==> config.mk <==
export PLATFORM = sky130hd
export DESIGN_NAME = if_id_hazard_flat
export DESIGN_NICKNAME = d
export VERILOG_FILES = /design/src/rtl/if_id_hazard_if.sv /design/src/rtl/if_id_hazard.sv /design/src/flat_wrapper.sv
export SDC_FILE = /design/constraint.sdc
export NUM_CORES = 1
export LEC_CHECK = 0
export CAP_MARGIN = 20
export CORE_MARGIN = 4
export CORE_UTILIZATION = 37
export DETAILED_ROUTE_END_ITERATION = 7
export HOLD_SLACK_MARGIN = 0.03
export PLACE_DENSITY_LB_ADDON = 0.08
export SYNTH_ARGS = -nofsm -noshare
export SYNTH_HDL_FRONTEND = slang
export SYNTH_SLANG_ARGS = --single-unit
==> constraint.sdc <==
create_clock -name clock -period 2 [get_ports clock]
set_clock_uncertainty 0.2 [all_clocks]
set_input_delay 0.3 -clock clock [delete_from_list [all_inputs] [get_ports clock]]
set_output_delay 0.3 -clock clock [all_outputs]
set_load 0.05 [all_outputs]
==> src/rtl/if_id_hazard_if.sv <==
// Fetch/decode pipeline bundle: fetch-side inputs, ID/EX hazard sources and
// the IF/ID register outputs with stall/flush controls.
interface if_id_hazard_if;
    logic [63:0] PC_in;
    logic [31:0] instruction_in;
    logic        id_ex_MemRead;
    logic [4:0]  id_ex_write_register;
    logic        branch_taken;
    logic [63:0] PC_out;
    logic [31:0] instruction_out;
    logic        valid_out;
    logic        pc_wren;
    logic        id_ex_bubble;
    logic [15:0] stall_count;

    modport master (
        output PC_in, instruction_in, id_ex_MemRead, id_ex_write_register, branch_taken,
        input  PC_out, instruction_out, valid_out, pc_wren, id_ex_bubble, stall_count
    );

    modport slave (
        input  PC_in, instruction_in, id_ex_MemRead, id_ex_write_register, branch_taken,
        output PC_out, instruction_out, valid_out, pc_wren, id_ex_bubble, stall_count
    );
endinterface

==> src/rtl/if_id_hazard.sv <==
// IF/ID pipeline register with load-use stall detection, branch flush and a
// saturating stall counter.
module if_id_hazard #(
    parameter logic [15:0] STALL_CNT_RST = 16'h0000
) (
    input  logic           clock,
    input  logic           reset,
    if_id_hazard_if.slave  bus
);
    typedef enum logic {RUN, STALL} state_t;

    state_t      state_q, state_d;
    logic [63:0] pc_q, pc_d;
    logic [31:0] instr_q, instr_d;
    logic        valid_q, valid_d;
    logic [15:0] cnt_q, cnt_d;

    logic [4:0]  rn, rm, rt;
    logic        src_match;
    logic        hazard;

    // Register fields are compared for every opcode; a spurious match only costs one bubble.
    always_comb begin
        rn        = instr_q[9:5];
        rm        = instr_q[20:16];
        rt        = instr_q[4:0];
        src_match = (bus.id_ex_write_register == rn) ||
                    (bus.id_ex_write_register == rm) ||
                    (bus.id_ex_write_register == rt);
        hazard    = valid_q && bus.id_ex_MemRead &&
                    (bus.id_ex_write_register != 5'd31) && src_match &&
                    (state_q == RUN) && !bus.branch_taken;
    end

    always_comb begin
        state_d          = RUN;
        pc_d             = bus.PC_in;
        instr_d          = bus.instruction_in;
        valid_d          = 1'b1;
        cnt_d            = cnt_q;
        bus.pc_wren      = 1'b1;
        bus.id_ex_bubble = 1'b0;
        if (bus.branch_taken) begin
            instr_d          = '0;
            valid_d          = 1'b0;
            bus.id_ex_bubble = 1'b1;
        end else if (hazard) begin
            pc_d             = pc_q;
            instr_d          = instr_q;
            valid_d          = valid_q;
            state_d          = STALL;
            bus.pc_wren      = 1'b0;
            bus.id_ex_bubble = 1'b1;
            if (cnt_q != 16'hFFFF) begin
                cnt_d = cnt_q + 16'd1;
            end
        end
    end

    always_ff @(posedge clock or negedge reset) begin
        if (!reset) begin
            state_q <= RUN;
            pc_q    <= '0;
            instr_q <= '0;
            valid_q <= 1'b0;
            cnt_q   <= STALL_CNT_RST;
        end else begin
            state_q <= state_d;
            pc_q    <= pc_d;
            instr_q <= instr_d;
            valid_q <= valid_d;
            cnt_q   <= cnt_d;
        end
    end

    assign bus.PC_out          = pc_q;
    assign bus.instruction_out = instr_q;
    assign bus.valid_out       = valid_q;
    assign bus.stall_count     = cnt_q;
endmodule

==> src/flat_wrapper.sv <==
// flat-port wrapper written by rule: the top's interface ports become plain ports
module if_id_hazard_flat 
#(
    parameter logic [15:0] STALL_CNT_RST = 16'h0000
)
  (clock, reset, bus_PC_in, bus_instruction_in, bus_id_ex_MemRead, bus_id_ex_write_register, bus_branch_taken, bus_PC_out, bus_instruction_out, bus_valid_out, bus_pc_wren, bus_id_ex_bubble, bus_stall_count);
  if_id_hazard_if bus_i ();
  input  logic clock;
  input  logic reset;
  input wire logic [$bits(bus_i.PC_in)-1:0] bus_PC_in;
  input wire logic [$bits(bus_i.instruction_in)-1:0] bus_instruction_in;
  input wire logic [$bits(bus_i.id_ex_MemRead)-1:0] bus_id_ex_MemRead;
  input wire logic [$bits(bus_i.id_ex_write_register)-1:0] bus_id_ex_write_register;
  input wire logic [$bits(bus_i.branch_taken)-1:0] bus_branch_taken;
  output wire logic [$bits(bus_i.PC_out)-1:0] bus_PC_out;
  output wire logic [$bits(bus_i.instruction_out)-1:0] bus_instruction_out;
  output wire logic [$bits(bus_i.valid_out)-1:0] bus_valid_out;
  output wire logic [$bits(bus_i.pc_wren)-1:0] bus_pc_wren;
  output wire logic [$bits(bus_i.id_ex_bubble)-1:0] bus_id_ex_bubble;
  output wire logic [$bits(bus_i.stall_count)-1:0] bus_stall_count;
  assign bus_i.PC_in = bus_PC_in;
  assign bus_i.instruction_in = bus_instruction_in;
  assign bus_i.id_ex_MemRead = bus_id_ex_MemRead;
  assign bus_i.id_ex_write_register = bus_id_ex_write_register;
  assign bus_i.branch_taken = bus_branch_taken;
  assign bus_PC_out = bus_i.PC_out;
  assign bus_instruction_out = bus_i.instruction_out;
  assign bus_valid_out = bus_i.valid_out;
  assign bus_pc_wren = bus_i.pc_wren;
  assign bus_id_ex_bubble = bus_i.id_ex_bubble;
  assign bus_stall_count = bus_i.stall_count;
  if_id_hazard #(.STALL_CNT_RST(STALL_CNT_RST)) u_core (.clock(clock), .reset(reset), .bus(bus_i));
endmodule
==> flow_summary.toml, run 1 <==
[run_status]
outcome = "finished with violations"
violations = "negative setup slack"

[power_and_ir_drop]
power_mw = 6.89
p_per_area_nw_per_um2 = 804
p_leak_nw = 4.16
ir_drop_uv = 567

[final_layout]
final_net_count = 743
drive_above_1_share = 0.465
mostFrequentLayoutCell = "buf_4"
area_delta_synth_final_pct = 80.7
layout_common_cells = "buf_4 (135), clkdlybuf4s50_1 (98), dfrtp_1 (84)"
diodes = 0

[critical_path]
reg2reg_slack_ns = -0.38
arrival_ns = 1.96
worst_path_max_delay_cell = "dfrtp_2"
critPathCaptureType = "primary output"
slowest_delay_ns = 0.42
start_kind = "register"
cp_max_fo = 2
crit_family = "buffers and inverters"
path_buf_inv = 4
worstPathRequired_ns = 1.50
path_cells = "xnor2_1 > nand3_1 > o22ai_1 > buf_4 > o21ai_4 > nor2_4 > buf_6 > clkinvlp_4 > buf_8"
critPathKind = "register to primary output"

[synth]
synth_cell_types = 31
syn_nets = 454
syn_area_per_cell_um2 = 13.6
synth_area_um2 = 4750
ys_warn_count = 0
synth_top_area_frac = 0.601
synth_largest_area_cell = "dfrtp_1"
ys_ff_latch = 114
synth_cells = 348
synth.area.top_cells = "dfrtp_1 (60%), mux2_1 (9.5%), mux2i_1 (6.7%)"
yosysSeqAreaShare = 0.601

[clock_tree]
cts_sinks = 114
cts_root_buffer = "clkbuf_16"
worst_skew_pair.late_latency_ns = 0.41
cts_buffer_depth = 2
htreeDepth = 4
clk_pin_slew_worst_paths_ns = 0.05
tritoncts = "done"
cts-buffers-inserted = 17

[placement]
gp_congestion = 0.799
place_hpwl_um = 9670
dp_slack_ns = -0.629
io_buffers = 219

[route]
vias = 3878
via_per_inst = 4.72
ant_nets = 0
drc = 0
wl_um = 14500
firstDrtPassIters = 6
drt-wirelength-per-cell_um = 17.7
drtIter0Drc = 143

[floorplan]
core_area_um2 = 12600
num_io_pins = 220
dieHeight_um = 121
chipWidth_um = 121
start_util = 0.378
rows = 41
die-area_um2 = 14700

[sta]
hold_viol_final = 0
setup_violations = 113
min_period_ns = 2.46
fmax_mhz = 407
rsz0062_at_grt = "yes"
final-max-slew-violation-count = 0
slew_headroom = 0.629
layout_setup_ws_ns = -0.455
finalCritPeriodShare = 1.23
holdWs_ns = 0.221
worst_pin_slew_ns = 0.554

[grt]
grt_usage = 0.192
overflow = 0
antenna_found_initial = 0
grt_max_degree = 71
grt_pass1_vias = 4229
grt_pass1_wl_um = 21500

[hold_path]
hold_path_class = "primary input to async pin"

[run]
cap_viol_max_count = 0
## state kept, by name, summed over array words and instances (netlist names)
signal / cells
u_core.bus.valid_out: 1
u_core.bus.PC_out: 64
u_core.state_q: 1
u_core.bus.stall_count: 16
u_core.bus.instruction_out: 32
## kinds of logic (layout without fill, tap and decap cells)
family | after synthesis | count (layout) | share of synthesized area
AOI/OAI and AO/OA | 4 | 4 | 0.0100
xor gates and xnor gates | 28 | 28 | 0.0517
adders and majority gates | 1 | 1 | 0.00264
buffers and inverters | 20 | 322 | 0.0253
DFF | 114 | 114 | 0.601
muxes | 99 | 99 | 0.227
and+or+nand+nor | 82 | 82 | 0.0820
## cells in the mapped netlist
| master | instances |
|---|---|
| dfrtp_1 | 114 |
| nor3b_1 | 1 |
| mux2_4 | 1 |
| xor2_1 | 12 |
| inv_1 | 4 |
| a21oi_2 | 1 |
| and3_1 | 1 |
| nand2_1 | 12 |
| nand2b_2 | 1 |
| clkbuf_1 | 4 |
| o21ai_1 | 1 |
| nor2_1 | 35 |
| buf_6 | 4 |
| and4_1 | 2 |
| mux2i_1 | 32 |
| nor3_1 | 6 |
| or4b_1 | 1 |
| nand4_1 | 2 |
| o41ai_4 | 1 |
| mux2_1 | 40 |
| nand3_1 | 10 |
| buf_4 | 2 |
| o22ai_1 | 1 |
| ha_1 | 1 |
| xnor2_1 | 16 |
| nand3b_1 | 1 |
| nand2b_1 | 1 |
| mux2_2 | 26 |
| nor2_2 | 1 |
| nor4_1 | 8 |
| buf_2 | 6 |
## worst paths after layout
kind	start	to	cells past startpoint
max	u_core.bus.instruction_out[9]$_DFFE_PN0N_	bus_pc_wren	9
min	reset	u_core.bus.instruction_out[9]$_DFFE_PN0N_	3
max reg2reg	u_core.bus.instruction_out[9]$_DFFE_PN0N_	u_core.bus.PC_out[9]$_DFFE_PN0N_	11
min reg2reg	u_core.bus.stall_count[10]$_DFFE_PN0P_	u_core.bus.stall_count[10]$_DFFE_PN0P_	1
max in group asynchronous	reset	u_core.bus.stall_count[1]$_DFFE_PN0P_	3
min in group clock	u_core.bus.stall_count[10]$_DFFE_PN0P_	u_core.bus.stall_count[10]$_DFFE_PN0P_	1
## through the flow
step,utilization,instances,instance area (um^2),TNS [ns]
after floorplan,-,348,4850,-13.23
after global routing,0.682,822,8570,-34.39
after CTS,0.654,813,8220,-21.30
after global placement,0.584,769,7340,-61.66
final,0.682,822,8570,-28.77
after detailed placement,0.584,769,7340,-64.79
## power by group
part           switching, mW  internal (mW)  leakage [nW]  total (mW)
logic                  0.804          0.615          2.52        1.42
clock network          0.988           1.96         0.285        2.95
registers             0.0802           2.45          1.35        2.53
total                   1.87           5.02          4.16        6.89
## area by class of cell
class                           instances  area [um^2]
Timing Repair Buffer                  286         2780
Clock inverter                          5         75.1
Clock buffer                           27          503
Fill cell                             954         3990
Inverter                                4         18.8
Tap cell                              172          215
Multi-Input combinational cell        214         2100
Sequential cell                       114         2890
## tightest hold or removal path, stage by stage
cell and delay [ns]:
dlygate4sd3_1 0.53, buf_4 0.14, buf_12 0.23
## routing by layer
| metal | track usage | up-vias | share of wire |
|---|---|---|---|
| met5 | 0 | - | 0 |
| met4 | 0.0847 | 0 | 0.022 |
| met3 | 0.0783 | 25 | 0.076 |
| met2 | 0.319 | 140 | 0.51 |
| met1 | 0.216 | 1922 | 0.39 |
| li1 | - | 1791 | - |
## timing repair
item                                   4_1_cts  5_1_grt
endpoints found under the hold margin      114        0
buffers inserted                             5        6
hold buffers                                 1        0
cloned                                       6        4
setup endpoints to repair                  128      114
pin swaps                                   10        8
resized for setup                           49       59
(Power assumes the default switching activity.)
==> run 2, diff against run 1 <==
--- a/config.mk
+++ b/config.mk
@@ -6,6 +6,7 @@
 export NUM_CORES = 1
 export LEC_CHECK = 0
 export CAP_MARGIN = 20
+export CORE_ASPECT_RATIO = 1.25
 export CORE_MARGIN = 4
 export CORE_UTILIZATION = 37
 export DETAILED_ROUTE_END_ITERATION = 7
==> run 2 against run 1 <==
  * The run still ends with negative setup slack left
  * First-iteration DRC count decreased by 76%
  * Register-to-register slack improved by 0.09 ns
  * Count of clock-buffer cells in the layout is 4 lower
  * Maximum frequency rose by 3.1%
  * Worst setup slack gained 0.075 ns
  * Cell count up 0.36%
  * Utilization is 0.26 points higher
==> flow_summary.toml, run 2 (same netlist as run 1, synthesis figures left out) <==
[power_and_ir_drop]
ir_drop_uv = 510
p_leak_nw = 4.19
p_per_area_nw_per_um2 = 822

[sta]
setup_violations = 114
finalSetupTns_ns = -23.05
slew_headroom = 0.660
final-max-slew-violation-count = 0
layout_setup_ws_ns = -0.380
worst_pin_slew_ns = 0.512
finalCritPeriodShare = 1.19
hold_viol_final = 0
fmax_mhz = 420
min_period_ns = 2.38
rsz0062_at_grt = "yes"

[route]
drc = 0
wl_um = 14200
drt-wirelength-per-cell_um = 17.2
via_per_inst = 4.69
ant_nets = 0
firstDrtPassIters = 4
drtIter0Drc = 35
vias = 3871

[critical_path]
cp_max_fo = 2
critPathKind = "register to primary output"
startpoint = "u_core.bus.instruction_out[9]$_DFFE_PN0N_"
slowest_delay_ns = 0.41
critPathCaptureType = "primary output"
arrival_ns = 1.88
worstPathRequired_ns = 1.50
start_kind = "register"
reg2reg_from = "u_core.bus.instruction_out[9]$_DFFE_PN0N_"
path_cells = "xnor2_1 > nand3_1 > o22ai_4 > o21ai_4 > nor2_4 > buf_12 > clkinvlp_4 > buf_6"
worst_path_max_delay_cell = "dfrtp_2"

[placement]
dp_slack_ns = -0.679
io_buffers = 219
gp_congestion = 0.791
place_hpwl_um = 9920
dp_cells = 769

[clock_tree]
cts-buffers-inserted = 17
cts_root_buffer = "clkbuf_16"
clk_pin_slew_worst_paths_ns = 0.05
htreeDepth = 4
cts_buffer_depth = 2
tritoncts = "done"
worst_skew_pair.late_latency_ns = 0.40
cts_sinks = 114

[grt]
overflow = 0
grt_pass1_vias = 4283
grt_usage = 0.196
antenna_found_initial = 1
grt_pass1_wl_um = 22200
use_met1 = 0.215
grt_max_degree = 45
gr-max-usage-layer = "met2"
gr-usage-met2 = 0.339
met3_usage = 0.0775

[hold_path]
hold_path_class = "primary input to async pin"

[run]
cap_viol_max_count = 0

[run_status]
outcome = "finished with violations"
violations = "negative setup slack"

[final_layout]
largest_reg_flops = 64
drive_above_1_share = 0.441
area_delta_synth_final_pct = 81.9
layout_common_cells = "buf_4 (133), clkdlybuf4s50_1 (98), dfrtp_1 (84)"
mostFrequentLayoutCell = "buf_4"
final_net_count = 749
stdcell_count = 825

[floorplan]
num_io_pins = 220
core_area_um2 = 12600
rows = 46
die-area_um2 = 14700
start_util = 0.377
dieHeight_um = 135
chipWidth_um = 109
[run 2: cell types whose count changed in the layout (fill, tap and decap cells not counted), sizes merged]
cell and change:
dlygate4sd2 +9, clkbuf -8, clkinvlp +3, buf +2, dlymetal6s2s -2, bufbuf +1, bufinv +1, diode +1
[run 2: report_power, final]
part           switching (mW)  internal, mW
Sequential             0.0773          2.45
Combinational           0.810         0.607
Clock                    1.03          2.12
[run 2: stage by stage]
stage	power [mW]	hold slack [ns]	instance area, um^2	util
after detailed placement	3.92	0.0689	7390	0.587
after floorplan	3.26	-0.196	4850	-
final	7.09	0.182	8630	0.685
after global routing	7.37	0.210	8630	0.685
after CTS	7.15	0.187	8420	0.668
after global placement	3.90	0.0647	7390	0.587
[run 2: path summary, 6_finish.rpt]
check / end / slack, ns / cells after the start
setup / recovery: bus_pc_wren / -0.38 / 8
hold / removal: u_core.bus.instruction_out[26]$_DFFE_PN0N_ / 0.18 / 2
setup reg to reg: u_core.bus.PC_out[32]$_DFFE_PN0N_ / -0.29 / 8
hold reg to reg: u_core.bus.stall_count[10]$_DFFE_PN0P_ / 0.27 / 1
max in group asynchronous: u_core.bus.instruction_out[16]$_DFFE_PN0N_ / 0.81 / 3
min in group clock: u_core.bus.stall_count[10]$_DFFE_PN0P_ / 0.27 / 1
[run 2: routing by layer]
metal | up-vias | wire (um)
li1 | 1793 | -
met1 | 1912 | 5200
met2 | 145 | 7380
met3 | 21 | 1290
met4 | 0 | 289
met5 | - | 0
[run 2: final cells by class]
cell class | instances | area, um^2
fillers | 925 | 3970
inverters | 4 | 18.8
multi-input cells | 214 | 2090
well taps | 168 | 210
repair buffers | 292 | 2790
clock inverters | 9 | 128
flip-flops and latches | 114 | 2890
clock buffers | 23 | 498
diodes | 1 | 2.50
[run 2: what timing repair did]
item                                    CTS  global route
hold endpoints to repair                 28             0
gates resized for setup                  73            30
hold buffers                              1             0
setup buffers                             8            10
pin swaps                                12            15
endpoints found under the setup margin  138           114
gates cloned                              5             0
[run 2: worst max-delay path: cells and delay by family, from the launching register on]
kind | cells | cell delay, ns
DFF | 1 | 0.41
buffers and inverters | 3 | 0.33
AOI/OAI and AO/OA | 2 | 0.32
and+or+nand+nor | 2 | 0.28
xor gates and xnor gates | 1 | 0.14
